### src/rtl/mat_mult_pkg.sv
// Shared definitions for the mat_mult engine and its scheduler.
// State codes, dimension width helper and MAC mode codes.
package mat_mult_pkg;

  localparam logic [1:0] S_IDLE   = 2'd0;
  localparam logic [1:0] S_START  = 2'd1;
  localparam logic [1:0] S_RUN    = 2'd2;
  localparam logic [1:0] S_FINISH = 2'd3;

  localparam int SPECTRAL_BANDS_DEF = 103;
  localparam int DW_DEF = $clog2(SPECTRAL_BANDS_DEF);

  localparam logic [2:0] MAC_MUL   = 3'd0;
  localparam logic [2:0] MAC_ACC   = 3'd1;
  localparam logic [2:0] MAC_MUL_T = 3'd2;
  localparam logic [2:0] MAC_SCALE = 3'd3;
  localparam logic [2:0] MAC_INV   = 3'd4;

  function automatic int dim_width(input int bands);
    return $clog2(bands);
  endfunction

endpackage

### src/rtl/rr_arbiter.sv
// Combinational round-robin pick: first request above ptr, with wrap.
// Returns one-hot winner and its index; ptr register lives in the caller.
module rr_arbiter #(
  parameter int NUM_REQ = 3,
  localparam int IW = $clog2(NUM_REQ)
) (
  input  logic [NUM_REQ-1:0] req,
  input  logic [IW-1:0]      ptr,
  output logic [NUM_REQ-1:0] gnt,
  output logic [IW-1:0]      idx
);

  logic found;

  always_comb begin
    gnt   = '0;
    idx   = '0;
    found = 1'b0;
    for (int k = 1; k <= NUM_REQ; k++) begin
      if (!found && req[(int'(ptr) + k) % NUM_REQ]) begin
        found = 1'b1;
        gnt[(int'(ptr) + k) % NUM_REQ] = 1'b1;
        idx = IW'((int'(ptr) + k) % NUM_REQ);
      end
    end
  end

endmodule

### src/rtl/mat_mult_sched.sv
// Round-robin scheduler sharing one mat_mult engine among requesters.
// Latches job config, starts the engine, checks element count and hangs.
module mat_mult_sched
  import mat_mult_pkg::*;
#(
  parameter int NUM_REQ        = 3,
  parameter int SPECTRAL_BANDS = 103,
  parameter int TIMEOUT_CYCLES = 65535,
  localparam int DW = dim_width(SPECTRAL_BANDS)
) (
  input  logic                  clk,
  input  logic                  rst,
  input  logic [NUM_REQ-1:0]    req,
  input  logic [NUM_REQ*DW-1:0] req_rows,
  input  logic [NUM_REQ*DW-1:0] req_cols,
  input  logic [NUM_REQ*DW-1:0] req_cols2,
  input  logic [NUM_REQ*3-1:0]  req_mode,
  output logic [NUM_REQ-1:0]    grant,
  output logic [NUM_REQ-1:0]    job_done,
  output logic [NUM_REQ-1:0]    job_err,
  output logic                  busy,
  output logic                  mm_start,
  output logic [DW-1:0]         mm_rows,
  output logic [DW-1:0]         mm_cols,
  output logic [DW-1:0]         mm_cols2,
  output logic [2:0]            mm_mode,
  output logic                  mm_soft_rst,
  input  logic                  mm_out_valid,
  input  logic                  mm_done
);

  localparam int IW = $clog2(NUM_REQ);
  localparam int CW = 2 * DW;
  localparam int WW = $clog2(TIMEOUT_CYCLES + 1);

  logic [1:0]         state;
  logic [IW-1:0]      ptr;
  logic [NUM_REQ-1:0] win_oh;
  logic [IW-1:0]      win_idx;
  logic [CW-1:0]      out_cnt;
  logic [CW-1:0]      expected;
  logic [WW-1:0]      wdog;
  logic [CW-1:0]      rows_p1;
  logic [CW-1:0]      cols2_p1;
  logic [CW:0]        cnt_fin;
  logic               cnt_bad;
  logic               wdog_hit;

  rr_arbiter #(
    .NUM_REQ(NUM_REQ)
  ) u_arb (
    .req(req),
    .ptr(ptr),
    .gnt(win_oh),
    .idx(win_idx)
  );

  assign busy     = (state != S_IDLE);
  assign rows_p1  = CW'(mm_rows) + CW'(1);
  assign cols2_p1 = CW'(mm_cols2) + CW'(1);
  // Element arriving with mm_done still belongs to this job
  assign cnt_fin  = {1'b0, out_cnt} + (CW+1)'(mm_out_valid);
  assign cnt_bad  = (cnt_fin != {1'b0, expected});
  assign wdog_hit = (wdog == WW'(TIMEOUT_CYCLES - 1));

  always_ff @(posedge clk or negedge rst) begin
    if (!rst) begin
      state       <= S_IDLE;
      ptr         <= IW'(NUM_REQ - 1);
      grant       <= '0;
      job_done    <= '0;
      job_err     <= '0;
      mm_start    <= 1'b0;
      mm_rows     <= '0;
      mm_cols     <= '0;
      mm_cols2    <= '0;
      mm_mode     <= '0;
      mm_soft_rst <= 1'b0;
      out_cnt     <= '0;
      expected    <= '0;
      wdog        <= '0;
    end else begin
      mm_start    <= 1'b0;
      job_done    <= '0;
      job_err     <= '0;
      mm_soft_rst <= 1'b0;
      unique case (state)
        S_IDLE: begin
          if (|req) begin
            grant    <= win_oh;
            ptr      <= win_idx;
            mm_rows  <= req_rows[win_idx*DW +: DW];
            mm_cols  <= req_cols[win_idx*DW +: DW];
            mm_cols2 <= req_cols2[win_idx*DW +: DW];
            mm_mode  <= req_mode[win_idx*3 +: 3];
            out_cnt  <= '0;
            wdog     <= '0;
            mm_start <= 1'b1;
            state    <= S_START;
          end
        end
        S_START: begin
          expected <= rows_p1 * cols2_p1;
          state    <= S_RUN;
        end
        S_RUN: begin
          wdog <= wdog + WW'(1);
          if (mm_out_valid && out_cnt != '1)
            out_cnt <= out_cnt + CW'(1);
          if (mm_done) begin
            job_done <= grant;
            job_err  <= cnt_bad ? grant : '0;
            grant    <= '0;
            state    <= S_FINISH;
          end else if (wdog_hit) begin
            job_done    <= grant;
            job_err     <= grant;
            grant       <= '0;
            mm_soft_rst <= 1'b1;
            state       <= S_FINISH;
          end
        end
        S_FINISH: state <= S_IDLE;
        default:  state <= S_IDLE;
      endcase
    end
  end

endmodule
### config.mk
export PLATFORM = sky130hd
export DESIGN_NAME = mat_mult_sched
export DESIGN_NICKNAME = d
export VERILOG_FILES = /design/src/rtl/mat_mult_pkg.sv /design/src/rtl/rr_arbiter.sv /design/src/rtl/mat_mult_sched.sv
export SDC_FILE = /design/constraint.sdc
export NUM_CORES = 1
export LEC_CHECK = 0
export BUFFER_PORTS_ARGS = -buffer_cell sky130_fd_sc_hd__buf_2
export CAP_MARGIN = 25
export CORE_AREA = 2 2 112 114
export DETAILED_ROUTE_END_ITERATION = 16
export DIE_AREA = 0 0 114 116
export HOLD_SLACK_MARGIN = 0.15
export PLACE_DENSITY = 0.81
export SYNTH_ARGS = -nofsm -noshare
export SYNTH_HDL_FRONTEND = slang
export SYNTH_SLANG_ARGS = --single-unit
export TNS_END_PERCENT = 20
### constraint.sdc
create_clock -name clk -period 6.95 [get_ports clk]
set_input_delay 0.3475 -clock clk [delete_from_list [all_inputs] [get_ports clk]]
set_output_delay 0.3475 -clock clk [all_outputs]
set_load 0.005 [all_outputs]
# [After elaboration in Yosys (flattened, before gate mapping)]
# Index checks and enable logic that the tools add are counted.
[word_totals] ff_bits=83 latchBits=0 ramBits=0 mem_bits_ro=0 in_bits=79 out_inout_bits=36 wordCells=113 n_memories=0
[op_classes] n_addsub=8 multipliers=3 div_mod_pow=3 order_cmp=6 eq_ne=9 n_shift=4 muxes=47 bitwise=2 n_reduce_logical=17
[op_table] cell="32-bit by 1-bit greater-or-equal comparator with 1-bit output, second input constant" n=3
[op_table] cell="32-bit by 4-bit less-than comparator with 1-bit output, second input constant" n=3
[op_table] cell="32-bit by 3-bit modulo with 32-bit output, second input constant" n=3
[op_table] cell="21-bit by 6-bit indexed part select with 7-bit output" n=3
[op_table] cell="3-bit 2-to-1 mux" n=12
[op_table] cell="16-bit one-hot mux with 2 select lines" n=1
[op_table] cell="14-bit 2-to-1 mux" n=2
[op_table] cell="14-bit one-hot mux with 2 select lines" n=1
[op_table] cell="16-bit by 1-bit adder with 16-bit output, second input constant" n=1
[op_table] cell="7-bit by 1-bit adder with 8-bit output, second input constant" n=2
[op_table] cell="16-bit == test, second input constant" n=1
[op_table] cell="1-bit 2-to-1 mux" n=16
[op_table] cell="16-bit 2-to-1 mux" n=1
[op_table] cell="14-bit by 1-bit adder with 15-bit output" n=1
[op_table] cell="15-bit by 14-bit != test with 1-bit output" n=1
[op_table] cell="14-bit by 1-bit adder with 14-bit output, second input constant" n=1
[op_table] cell="8-bit by 8-bit multiplier with 14-bit output" n=1
[op_table] cell="14-bit != test, second input constant" n=1
[op_table] cell="2-bit 2-to-1 mux" n=6
[op_table] cell="9-bit by 5-bit indexed part select with 3-bit output" n=1
[op_table] cell="2-bit one-hot mux with 4 select lines" n=1
[op_table] cell="2-bit by 2-bit adder with 3-bit output, second input constant" n=2
[op_table] cell="1-bit binary-select mux with 2-bit select" n=3
[op_table] cell="1-bit demux with 2-bit select" n=3
[op_table] cell="16 further kinds" n=29

# [Longest topological paths before layout]
# Gate-level depths: netlist (run 1).
[depth] word_depth=14 depth_mapped=19 depth_no_buf=19

# [Cells and area by module]
# A second synthesis (run 1) with hierarchy kept.
[hier_totals] hier_cells=784 hier_area_um2=6894.1
[modules_own_cells] mod="mat_mult_sched" n_inst=1 cells_per_inst=749 area_each_um2=6635.1 seq_area_each_um2=2078.2
[modules_own_cells] mod="rr_arbiter" n_inst=1 cells_per_inst=35 area_each_um2=259.0 seq_area_each_um2=0.0

# [Least setup slack after synthesis (run 1)]
# No wires, ideal clock.
[synth_path] kind="reg-to-reg" startpoint="register mm_rows[1]" endpoint="register expected[13]" setup_time_ns=0.077 arrival_ns=4.847 t_required_ns=6.873 setup_slack_ns=2.026 stages_incl_launch_ff=20 path_buffers=1 period_less_slack_ns=4.924 cell_sequence="dfrtp_1 ha_1 nand2_1 or3_1 and2_1 clkbuf_1 nor2_1 fa_1 fa_1 fa_1 inv_1 fa_1 inv_1 ha_1 o21a_1 o21ai_1 o2bb2ai_1 a31o_1 xnor3_1 o21ai_1"
[synth_via] elab_chain_len=2
[synth_rtl] element="start: declaration" line="mat_mult_sched.sv:23" source="output logic [DW-1:0] mm_rows,"
[synth_rtl] element="start signal: assignment" line="mat_mult_sched.sv:92" source="mm_rows <= req_rows[win_idx*DW +: DW];"
[synth_rtl] element="7-bit by 1-bit adder with 8-bit output" line="mat_mult_sched.sv:59" source="assign rows_p1 = CW'(mm_rows) + CW'(1);"
[synth_rtl] element="8-bit by 8-bit multiplier with 14-bit output" line="mat_mult_sched.sv:103" source="expected <= rows_p1 * cols2_p1;"
[synth_rtl] element="end signal: assignment" line="mat_mult_sched.sv:103"
[synth_rtl] element="end: declaration" line="mat_mult_sched.sv:41" source="logic [CW-1:0] expected;"
# No other way between the ends.
# A chain may end at the register's enable or synchronous reset.

# [Worst setup path after layout (run 1)]
[layout_path] startpoint="register mm_cols2[0]" endpoint="register expected[13]"
[layout_via] elab_chain_len=2
[layout_rtl] element="start: declaration" line="mat_mult_sched.sv:25" source="output logic [DW-1:0] mm_cols2,"
[layout_rtl] element="start signal: assignment" line="mat_mult_sched.sv:94" source="mm_cols2 <= req_cols2[win_idx*DW +: DW];"
[layout_rtl] element="7-bit by 1-bit adder with 8-bit output" line="mat_mult_sched.sv:60" source="assign cols2_p1 = CW'(mm_cols2) + CW'(1);"
[layout_rtl] element="8-bit by 8-bit multiplier with 14-bit output" line="mat_mult_sched.sv:103"
# No other way between the ends.

==> results of run 1 <==
how the worst max path moves through the flow:
stage                     slack [ps]            to
after floorplan                 2030  expected[13]
after global placement          1680  expected[13]
after detailed placement        1480  expected[13]
after CTS                       1470  expected[13]
after global routing            1090  expected[13]
final                           1460  expected[13]
cell type report:
type,count,area share [%]
clock buffers,9,2.899
clock inverters,7,0.7410
inverters,67,3.238
multi-input cells,557,56.11
flip-flops and latches,83,26.76
well taps,147,2.368
repair buffers,119,7.893
cells in the mapped netlist, drive strengths merged, types with 8 or more instances:
| cell type | n |
|---|---|
| o21ai | 48 |
| a21oi | 15 |
| dfrtp | 82 |
| inv | 67 |
| nand2 | 62 |
| nand3 | 19 |
| or3 | 9 |
| xor2 | 20 |
| mux2i | 27 |
| nor3 | 8 |
| clkbuf | 15 |
| xnor2 | 37 |
| buf | 14 |
| mux2 | 33 |
| nor2 | 93 |
| nand4 | 10 |
| fa | 35 |
| ha | 44 |
layer usage:
layer | up-vias | wire (um) | track usage (%)
met5 | - | 0 | 0
met4 | 0 | 227 | 6.829
met3 | 19 | 876 | 4.603
met2 | 188 | 7718 | 44.52
met1 | 2627 | 6338 | 29.98
li1 | 2691 | - | -
critical path, stage by stage, from the launching register on:
cell	delay, ps
dfrtp_1	590
ha_1	290
nand3_1	110
xor2_1	500
nor2_1	150
fa_1	560
inv_1	60
fa_1	480
inv_1	60
fa_1	520
inv_1	50
fa_1	520
inv_1	40
ha_1	370
nand3_1	110
nand2_1	50
a41oi_1	260
a31o_1	180
xnor3_1	370
o21ai_1	120
kinds of logic after synthesis:
logic type / after synthesis / share of synthesized area, %
AO/OA/AOI/OAI: 105 / 10.11
XOR/XNOR: 58 / 7.654
adder cells (fa/ha/maj): 80 / 18.50
buffers and inverters: 96 / 5.653
flip-flops: 83 / 30.49
multiplexers: 60 / 9.416
AND/OR/NAND/NOR: 254 / 18.17
through the flow:
step	hold WS (ps)	instances	instance area, um^2
floorplan	51.91	736	6817
global placement	270.1	972	7475
detailed placement	276.1	972	7475
CTS	264.8	989	7767
global route	277.3	989	7767
finish	268.4	989	7767
sequential cells by signal, summed over array words and instances, names as in the netlist, 3 cells and up:
register and cells:
wdog 16, mm_cols2 7, mm_rows 7, mm_cols 7, mm_mode 3, job_err 3
grant 3, expected 14, out_cnt 14, job_done 3
==> impl_metrics.env, run 1 <==
export IMPL_routed_via_count=5525
export IMPL_status="complete, no violations"
export IMPL_fin_skew_ps=8.084
export IMPL_die_h_um=116
export IMPL_hold_viol=0
export IMPL_cp_data_arrival_time_ps=5770
export IMPL_cts_tree="done"
export IMPL_final_util_pct=65.21
export IMPL_hp_class="in -> reg"
export IMPL_syn_inst=736
export IMPL_rsz0062_at_grt="no"
export IMPL_grt_use_total_pct=24.53
export IMPL_hpwl_um=11770
export IMPL_ys_warn_count=0
export IMPL_synth_edff_count=0
export IMPL_nets=995
export IMPL_routed_via_density=5.586
export IMPL_area_growth_pct=13.95
export IMPL_synth_seq_cells=83
export IMPL_ys_dominant_reg_cell="dfrtp_1"
export IMPL_max_cap_violations=0
export IMPL_syn_avg_cell_area_um2=9.262
export IMPL_die_area_um2=13220
export IMPL_cts_buffers=9
export IMPL_place_gp_congestion=0.9103
export IMPL_pre_cts_slack_ps=1481
export IMPL_synth_area_top_cells="dfrtp_1 30%, fa_1 10%, ha_1 8.1%"
export IMPL_drtAntennaViolNets=0
export IMPL_firstDrtPassIters=6
export IMPL_grt_ovfl_total=0
export IMPL_critical_path_endpoint_type="register"
export IMPL_postLayoutSetupSlackWorst_ps=1459
export IMPL_period_share_pct=79.00
export IMPL_h_tree_depth=3
export IMPL_synth_area_leader_cell="dfrtp_1"
export IMPL_grt_max_degree=61
export IMPL_coreArea_um2=11910
export IMPL_multiInputGateArea_um2=4358
export IMPL_drv_slew=0
export IMPL_grt_antenna_before_repair=0
export IMPL_drt_iter0_markers=190
export IMPL_insertion_delay_ps=350
export IMPL_rr_endpoint="expected[13]"
export IMPL_io_buffers=114
export IMPL_layout_common_cells="113 x buf_2, 93 x nor2_1, 82 x dfrtp_1"
export IMPL_cts_sinks=83
export IMPL_post_cts_buffers=0
export IMPL_regArea_um2=2078
export IMPL_rows=40
export IMPL_layout_commonest_cell="buf_2"
export IMPL_min_period_ps=5491
export IMPL_ys_types=71
export IMPL_initial_core_util_pct=57.23
export IMPL_pin_count=115
export IMPL_reg2regPathDepth=19
export IMPL_synth_area_um2=6817
export IMPL_fp_dieW_um=114
export IMPL_synth_top_cell_area_share_pct=30.10
export IMPL_crit_type="reg -> reg"
export IMPL_wl_um=15160
export IMPL_slew_headroom_pct=40.44
export IMPL_cp_start_kind="register"
export IMPL_synthArstFlopShare_pct=100.0
export IMPL_worst_path_max_fanout=14
export IMPL_ctsHoldBuffers=1
export IMPL_hold_path_end="mm_cols[0]"
export IMPL_cp_startpoint="mm_cols2[0]"
export IMPL_first_global_vias=5475
export IMPL_routedWlPerCell_um=15.33
export IMPL_worst_slew_pin_slew_ps=893.4
export IMPL_max_freq_mhz=182.1
export IMPL_cts_buffer_depth=2
export IMPL_drc=0
export IMPL_drive_above_1_share_pct=18.88
export IMPL_ys_seq_area_share_pct=30.49
export IMPL_whs_path_depth=3
export IMPL_path_clk_slew_ps=70
export IMPL_tns_ps=0
export IMPL_cts_resized=0
export IMPL_cts_root_buffer="clkbuf_16"
export IMPL_num_antenna_cells=0
export IMPL_regToRegSetupSlack_ps=1460
export IMPL_setup_viol=0
export IMPL_crit_required_ps=7220
export IMPL_timing_rr_start="mm_cols2[0]"
export IMPL_synth_nets=894
export IMPL_grt_pass1_wl_um=25960
export IMPL_fillers=969
export IMPL_hp_start="req_cols[14]"
Power of run 1 is not shown: default switching activity piles up to over one toggle a cycle in this logic, so the estimate is an artifact.
==> run 2, diff against run 1 <==
==> constraint.sdc (replaced) <==
create_clock -name clk -period 5.6 [get_ports clk]
set_input_delay 0.28 -clock clk [delete_from_list [all_inputs] [get_ports clk]]
set_output_delay 0.28 -clock clk [all_outputs]
set_load 0.005 [all_outputs]
==> run 2 against run 1 <==
- wire length up 1.1%
- register-to-register slack worse by 1100 ps
- count of clock-buffer cells in the layout up 2
- die area unchanged
- fmax up 5.3%
- worst hold slack worse by 71 ps
- flip-flop and latch count unchanged
- clock skew down 0.57 ps
- first-iteration DRC count up 59%
- via count down 0.24%
==> impl_metrics.env, run 2 (synthesis gave the netlist of run 1 again) <==
export IMPL_die_h_um=116
export IMPL_drc=0
export IMPL_cts_sinks=83
export IMPL_post_cts_buffers=0
export IMPL_max_cap_violations=0
export IMPL_regToRegSetupSlack_ps=390
export IMPL_reg2regPathDepth=18
export IMPL_period_share_pct=93.12
export IMPL_layout_common_cells="113 x buf_2, 93 x nor2_1, 82 x dfrtp_1"
export IMPL_path_buf_inv=3
export IMPL_critical_path_endpoint_type="register"
export IMPL_hold_ws_ps=197.4
export IMPL_drv_slew=0
export IMPL_status="complete, no violations"
export IMPL_crit_chain="and3_1 > nand3_1 > xor2_1 > or2_2 > fa_1 > fa_1 > inv_1 > fa_1 > inv_1 > fa_1 > inv_1 > ha_1 > nand3_1 > nand2_1 > a41oi_1 > a31o_1 > xnor3_1 > o21ai_1"
export IMPL_grt_antenna_before_repair=0
export IMPL_coreArea_um2=11910
export IMPL_nets=1003
export IMPL_hpwl_um=12020
export IMPL_routedWlPerCell_um=15.38
export IMPL_postLayoutSetupSlackWorst_ps=385.3
export IMPL_final_cells=997
export IMPL_place_gp_congestion=0.9312
export IMPL_timing_rr_start="mm_cols2[2]"
export IMPL_initial_core_util_pct=57.23
export IMPL_crit_family="adder cells"
export IMPL_insertion_delay_ps=350
export IMPL_grt_use_total_pct=24.65
export IMPL_pin_count=115
export IMPL_drtAntennaViolNets=0
export IMPL_crit_required_ps=5880
export IMPL_fin_skew_ps=7.515
export IMPL_grt_pass1_wl_um=25960
export IMPL_crit_slowest_cell="fa_1"
export IMPL_routed_via_count=5512
export IMPL_largest_reg_flops=16
export IMPL_drt_iter0_markers=303
export IMPL_rows=40
export IMPL_layout_commonest_cell="buf_2"
export IMPL_grt_max_degree=70
export IMPL_rr_endpoint="expected[13]"
export IMPL_wl_um=15330
export IMPL_tns_ps=0
export IMPL_reg_top3="wdog x16, expected x14, out_cnt x14"
export IMPL_cp_start_kind="register"
export IMPL_worst_slew_pin_slew_ps=872.4
export IMPL_hp_start="req_cols2[19]"
export IMPL_num_antenna_cells=0
export IMPL_cts_buffer_depth=2
export IMPL_largest_register="wdog"
export IMPL_routed_via_density=5.529
export IMPL_cts_tree="done"
export IMPL_drive_above_1_share_pct=20.00
export IMPL_max_freq_mhz=191.8
export IMPL_cts_buffers=9
export IMPL_pre_cts_slack_ps=365.9
export IMPL_die_area_um2=13220
export IMPL_dp_cells=980
export IMPL_slew_headroom_pct=41.84
export IMPL_fp_dieW_um=114
export IMPL_hold_viol=0
export IMPL_min_period_ps=5215
export IMPL_setup_viol=0
export IMPL_io_buffers=114
export IMPL_h_tree_depth=3
export IMPL_whs_path_depth=3
export IMPL_grt_ovfl_total=0
export IMPL_hp_class="in -> reg"
export IMPL_firstDrtPassIters=4
export IMPL_cp_common_cell="fa_1"
export IMPL_cts_root_buffer="clkbuf_16"
export IMPL_crit_type="reg -> reg"
export IMPL_hold_path_end="mm_cols2[5]"
export IMPL_area_growth_pct=15.31
export IMPL_worst_path_max_fanout=8
export IMPL_rsz0062_at_grt="no"
export IMPL_cp_data_arrival_time_ps=5490
export IMPL_first_global_vias=5606
export IMPL_cpPeakStageDelay_ps=560
export IMPL_path_clk_slew_ps=70
run 2: repair_timing:
action | in CTS | in global routing
setup endpoints to repair | 0 | 1
endpoints found under the hold margin | 14 | 0
gates resized for setup | 0 | 3
hold buffers | 1 | 0
run 2: layer usage:
metal | up-vias | track usage, % | wire, um
li1 | 2715 | - | -
met5 | - | 0 | 0
met3 | 28 | 4.707 | 755
met4 | 0 | 10.73 | 399
met1 | 2611 | 30.86 | 6744
met2 | 158 | 41.90 | 7430
run 2: how the worst max path moves through the flow:
stage           startpoint            to  slack, ps  cells past startpoint
6_report       mm_cols2[2]  expected[13]        390                     18
5_1_grt        mm_cols2[2]  expected[13]         70                     18
4_1_cts        mm_cols2[1]  expected[13]        330                     18
3_5_place_dp   mm_cols2[1]  expected[13]        370                     18
3_3_place_gp   mm_cols2[1]  expected[13]        510                     18
2_1_floorplan   mm_rows[1]  expected[13]        680                     19
run 2: final cells by class:
| cell class | instances | area [um^2] |
|---|---|---|
| Timing Repair Buffer | 127 | 673.1 |
| Sequential cell | 83 | 2078 |
| Inverter | 67 | 251.5 |
| Clock inverter | 5 | 40.04 |
| Clock buffer | 11 | 252.7 |
| Multi-Input combinational cell | 557 | 4380 |
| Fill cell | 956 | 4051 |
| Tap cell | 147 | 183.9 |
run 2: worst reg2reg max path: stages, from the launching register on:
cell	delay (ps)
dfrtp_1	430
and3_1	230
nand3_1	100
xor2_1	450
or2_2	220
fa_1	440
fa_1	560
inv_1	60
fa_1	540
inv_1	60
fa_1	530
inv_1	40
ha_1	370
nand3_1	120
nand2_1	50
a41oi_1	250
a31o_1	190
xnor3_1	380
o21ai_1	110
run 2: per-stage QoR:
stage | utilization, % | instance area, um^2
after CTS | 65.80 | 7838
final | 65.99 | 7860
after detailed placement | 63.26 | 7535
after global placement | 63.26 | 7535
after floorplan | - | 6817
after global routing | 65.99 | 7860
Power of run 2 is left out for the same reason.
==> run 3, diff against run 2 <==
--- a/config.mk
+++ b/config.mk
@@ -7,11 +7,11 @@
 export LEC_CHECK = 0
 export BUFFER_PORTS_ARGS = -buffer_cell sky130_fd_sc_hd__buf_2
 export CAP_MARGIN = 25
-export CORE_AREA = 2 2 112 114
+export CORE_AREA = 2 2 139 141
 export DETAILED_ROUTE_END_ITERATION = 16
-export DIE_AREA = 0 0 114 116
+export DIE_AREA = 0 0 141 143
+export GPL_TIMING_DRIVEN = 0
 export HOLD_SLACK_MARGIN = 0.15
-export PLACE_DENSITY = 0.81
 export SYNTH_ARGS = -nofsm -noshare
 export SYNTH_HDL_FRONTEND = slang
 export SYNTH_SLANG_ARGS = --single-unit
==> run 3 against run 2 <==
- global-route usage is 8.2 points lower
- worst setup slack worse by 26 ps
- final cell count is 10% higher
- final area is 2.9% higher
- critical endpoint unchanged
- largest cell class unchanged
- highest routed layer unchanged
==> impl_metrics.env, run 3 (synthesis gave the netlist of run 1 again) <==
export IMPL_rsz0062_at_grt="no"
export IMPL_crit_family="adder cells"
export IMPL_period_share_pct=93.58
export IMPL_reg_top3="wdog x16, expected x14, out_cnt x14"
export IMPL_slew_headroom_pct=29.98
export IMPL_whs_path_depth=3
export IMPL_wl_met1_um=7170
export IMPL_cts_tree="done"
export IMPL_cts_root_buffer="clkbuf_16"
export IMPL_fp_dieW_um=141
export IMPL_dr_wl_met3_um=721
export IMPL_grt_use_total_pct=16.41
export IMPL_path_clk_slew_ps=70
export IMPL_coreArea_um2=18580
export IMPL_cts_buffers=9
export IMPL_tns_ps=0
export IMPL_path_buf_inv=2
export IMPL_cp_data_arrival_time_ps=5510
export IMPL_cp_startpoint="mm_rows[1]"
export IMPL_hp_class="in -> reg"
export IMPL_setup_viol=0
export IMPL_cpPeakStageDelay_ps=540
export IMPL_wl_um=15750
export IMPL_insertion_delay_ps=350
export IMPL_hold_ws_ps=200.0
export IMPL_timing_rr_start="mm_rows[1]"
export IMPL_firstDrtPassIters=4
export IMPL_grt_antenna_before_repair=0
export IMPL_grt_max_degree=48
export IMPL_layout_commonest_cell="buf_2"
export IMPL_cp_start_kind="register"
export IMPL_crit_chain="ha_2 > nand2_1 > or3_1 > and2_1 > nor2_1 > fa_1 > fa_1 > fa_1 > inv_1 > fa_1 > inv_1 > ha_1 > o21a_1 > o21ai_1 > o2bb2ai_1 > a31o_1 > xnor3_1 > o21ai_1"
export IMPL_layout_common_cells="121 x buf_2, 93 x nor2_1, 82 x dfrtp_1"
export IMPL_hold_path_end="mm_rows[5]"
export IMPL_grt_pass1_wl_um=26640
export IMPL_post_cts_buffers=0
export IMPL_drtAntennaViolNets=0
export IMPL_cp_common_cell="fa_1"
export IMPL_hp_start="req_rows[19]"
export IMPL_hpwl_um=12510
export IMPL_drv_slew=0
export IMPL_final_cells=1101
export IMPL_die_h_um=143
export IMPL_wl_met2_um=7666
export IMPL_h_tree_depth=3
export IMPL_maxUsedRoutingLayer="met4"
export IMPL_largest_register="wdog"
export IMPL_drive_above_1_share_pct=20.53
export IMPL_crit_slowest_cell="fa_1"
export IMPL_rr_endpoint="expected[13]"
export IMPL_worst_path_max_fanout=7
export IMPL_hold_viol=0
export IMPL_rows=50
export IMPL_final_util_pct=43.54
export IMPL_grt_ovfl_total=0
export IMPL_max_cap_violations=0
export IMPL_min_period_ps=5241
export IMPL_drt_iter0_markers=226
export IMPL_place_gp_congestion=0.8523
export IMPL_area_growth_pct=18.69
export IMPL_reg2regPathDepth=18
export IMPL_crit_required_ps=5870
export IMPL_critical_path_endpoint_type="register"
export IMPL_dp_cells=1085
export IMPL_routed_via_count=5489
export IMPL_drc=0
export IMPL_routedWlPerCell_um=14.30
export IMPL_io_buffers=114
export IMPL_worst_slew_pin_slew_ps=1048
export IMPL_die_area_um2=20160
export IMPL_max_freq_mhz=190.8
export IMPL_initial_core_util_pct=36.69
export IMPL_first_global_vias=5424
export IMPL_cts_buffer_depth=2
export IMPL_largest_reg_flops=16
export IMPL_nets=1020
export IMPL_cts_sinks=83
export IMPL_fin_skew_ps=6.791
export IMPL_routed_via_density=4.985
export IMPL_status="complete, no violations"
export IMPL_pin_count=115
export IMPL_regToRegSetupSlack_ps=360
export IMPL_crit_type="reg -> reg"
export IMPL_num_antenna_cells=0
-- run 3: worst register-to-register path, cell delays in order, from the launching register on --
cell	delay, ps
dfrtp_1	440
ha_2	260
nand2_1	80
or3_1	330
and2_1	260
nor2_1	170
fa_1	450
fa_1	470
fa_1	540
inv_1	50
fa_1	520
inv_1	40
ha_1	340
o21a_1	200
o21ai_1	220
o2bb2ai_1	150
a31o_1	120
xnor3_1	400
o21ai_1	120
-- run 3: through the flow --
step / setup slack, ps / instance area [um^2]
finish: 359.3 / 8090
global route: 11.95 / 8090
CTS: 59.81 / 8036
detailed placement: -55.15 / 7710
global placement: 28.10 / 7680
floorplan: 676.3 / 6817
-- run 3: worst max path at each step --
stage,endpoint,slack [ps],depth (start not counted)
finish,expected[13],360,18
global route,expected[13],10,18
CTS,expected[13],60,19
detailed placement,expected[13],-60,19
global placement,expected[13],30,19
floorplan,expected[13],680,19
-- run 3: cell type report --
cell class / instances / area [um^2]
fillers: 1786 / 10490
multi-input cells: 557 / 4423
flip-flops and latches: 83 / 2078
repair buffers: 116 / 610.6
well taps: 234 / 292.8
inverters: 67 / 251.5
clock buffers: 10 / 229.0
plain buffers: 28 / 132.6
clock inverters: 6 / 72.57
-- run 3: timing repair --
action | CTS | global route
hold endpoints to repair | 36 | 0
endpoints found under the setup margin | 1 | 3
pin swaps | 0 | 0
gates resized for setup | 2 | 12
hold buffers | 1 | 0
-- run 3: metal layers --
layer | track usage [%] | up-vias
met5 | 0 | -
met4 | 3.947 | 0
met3 | 3.756 | 11
met2 | 28.11 | 129
met1 | 21.16 | 2595
li1 | - | 2754
Power of run 3 is left out for the same reason.
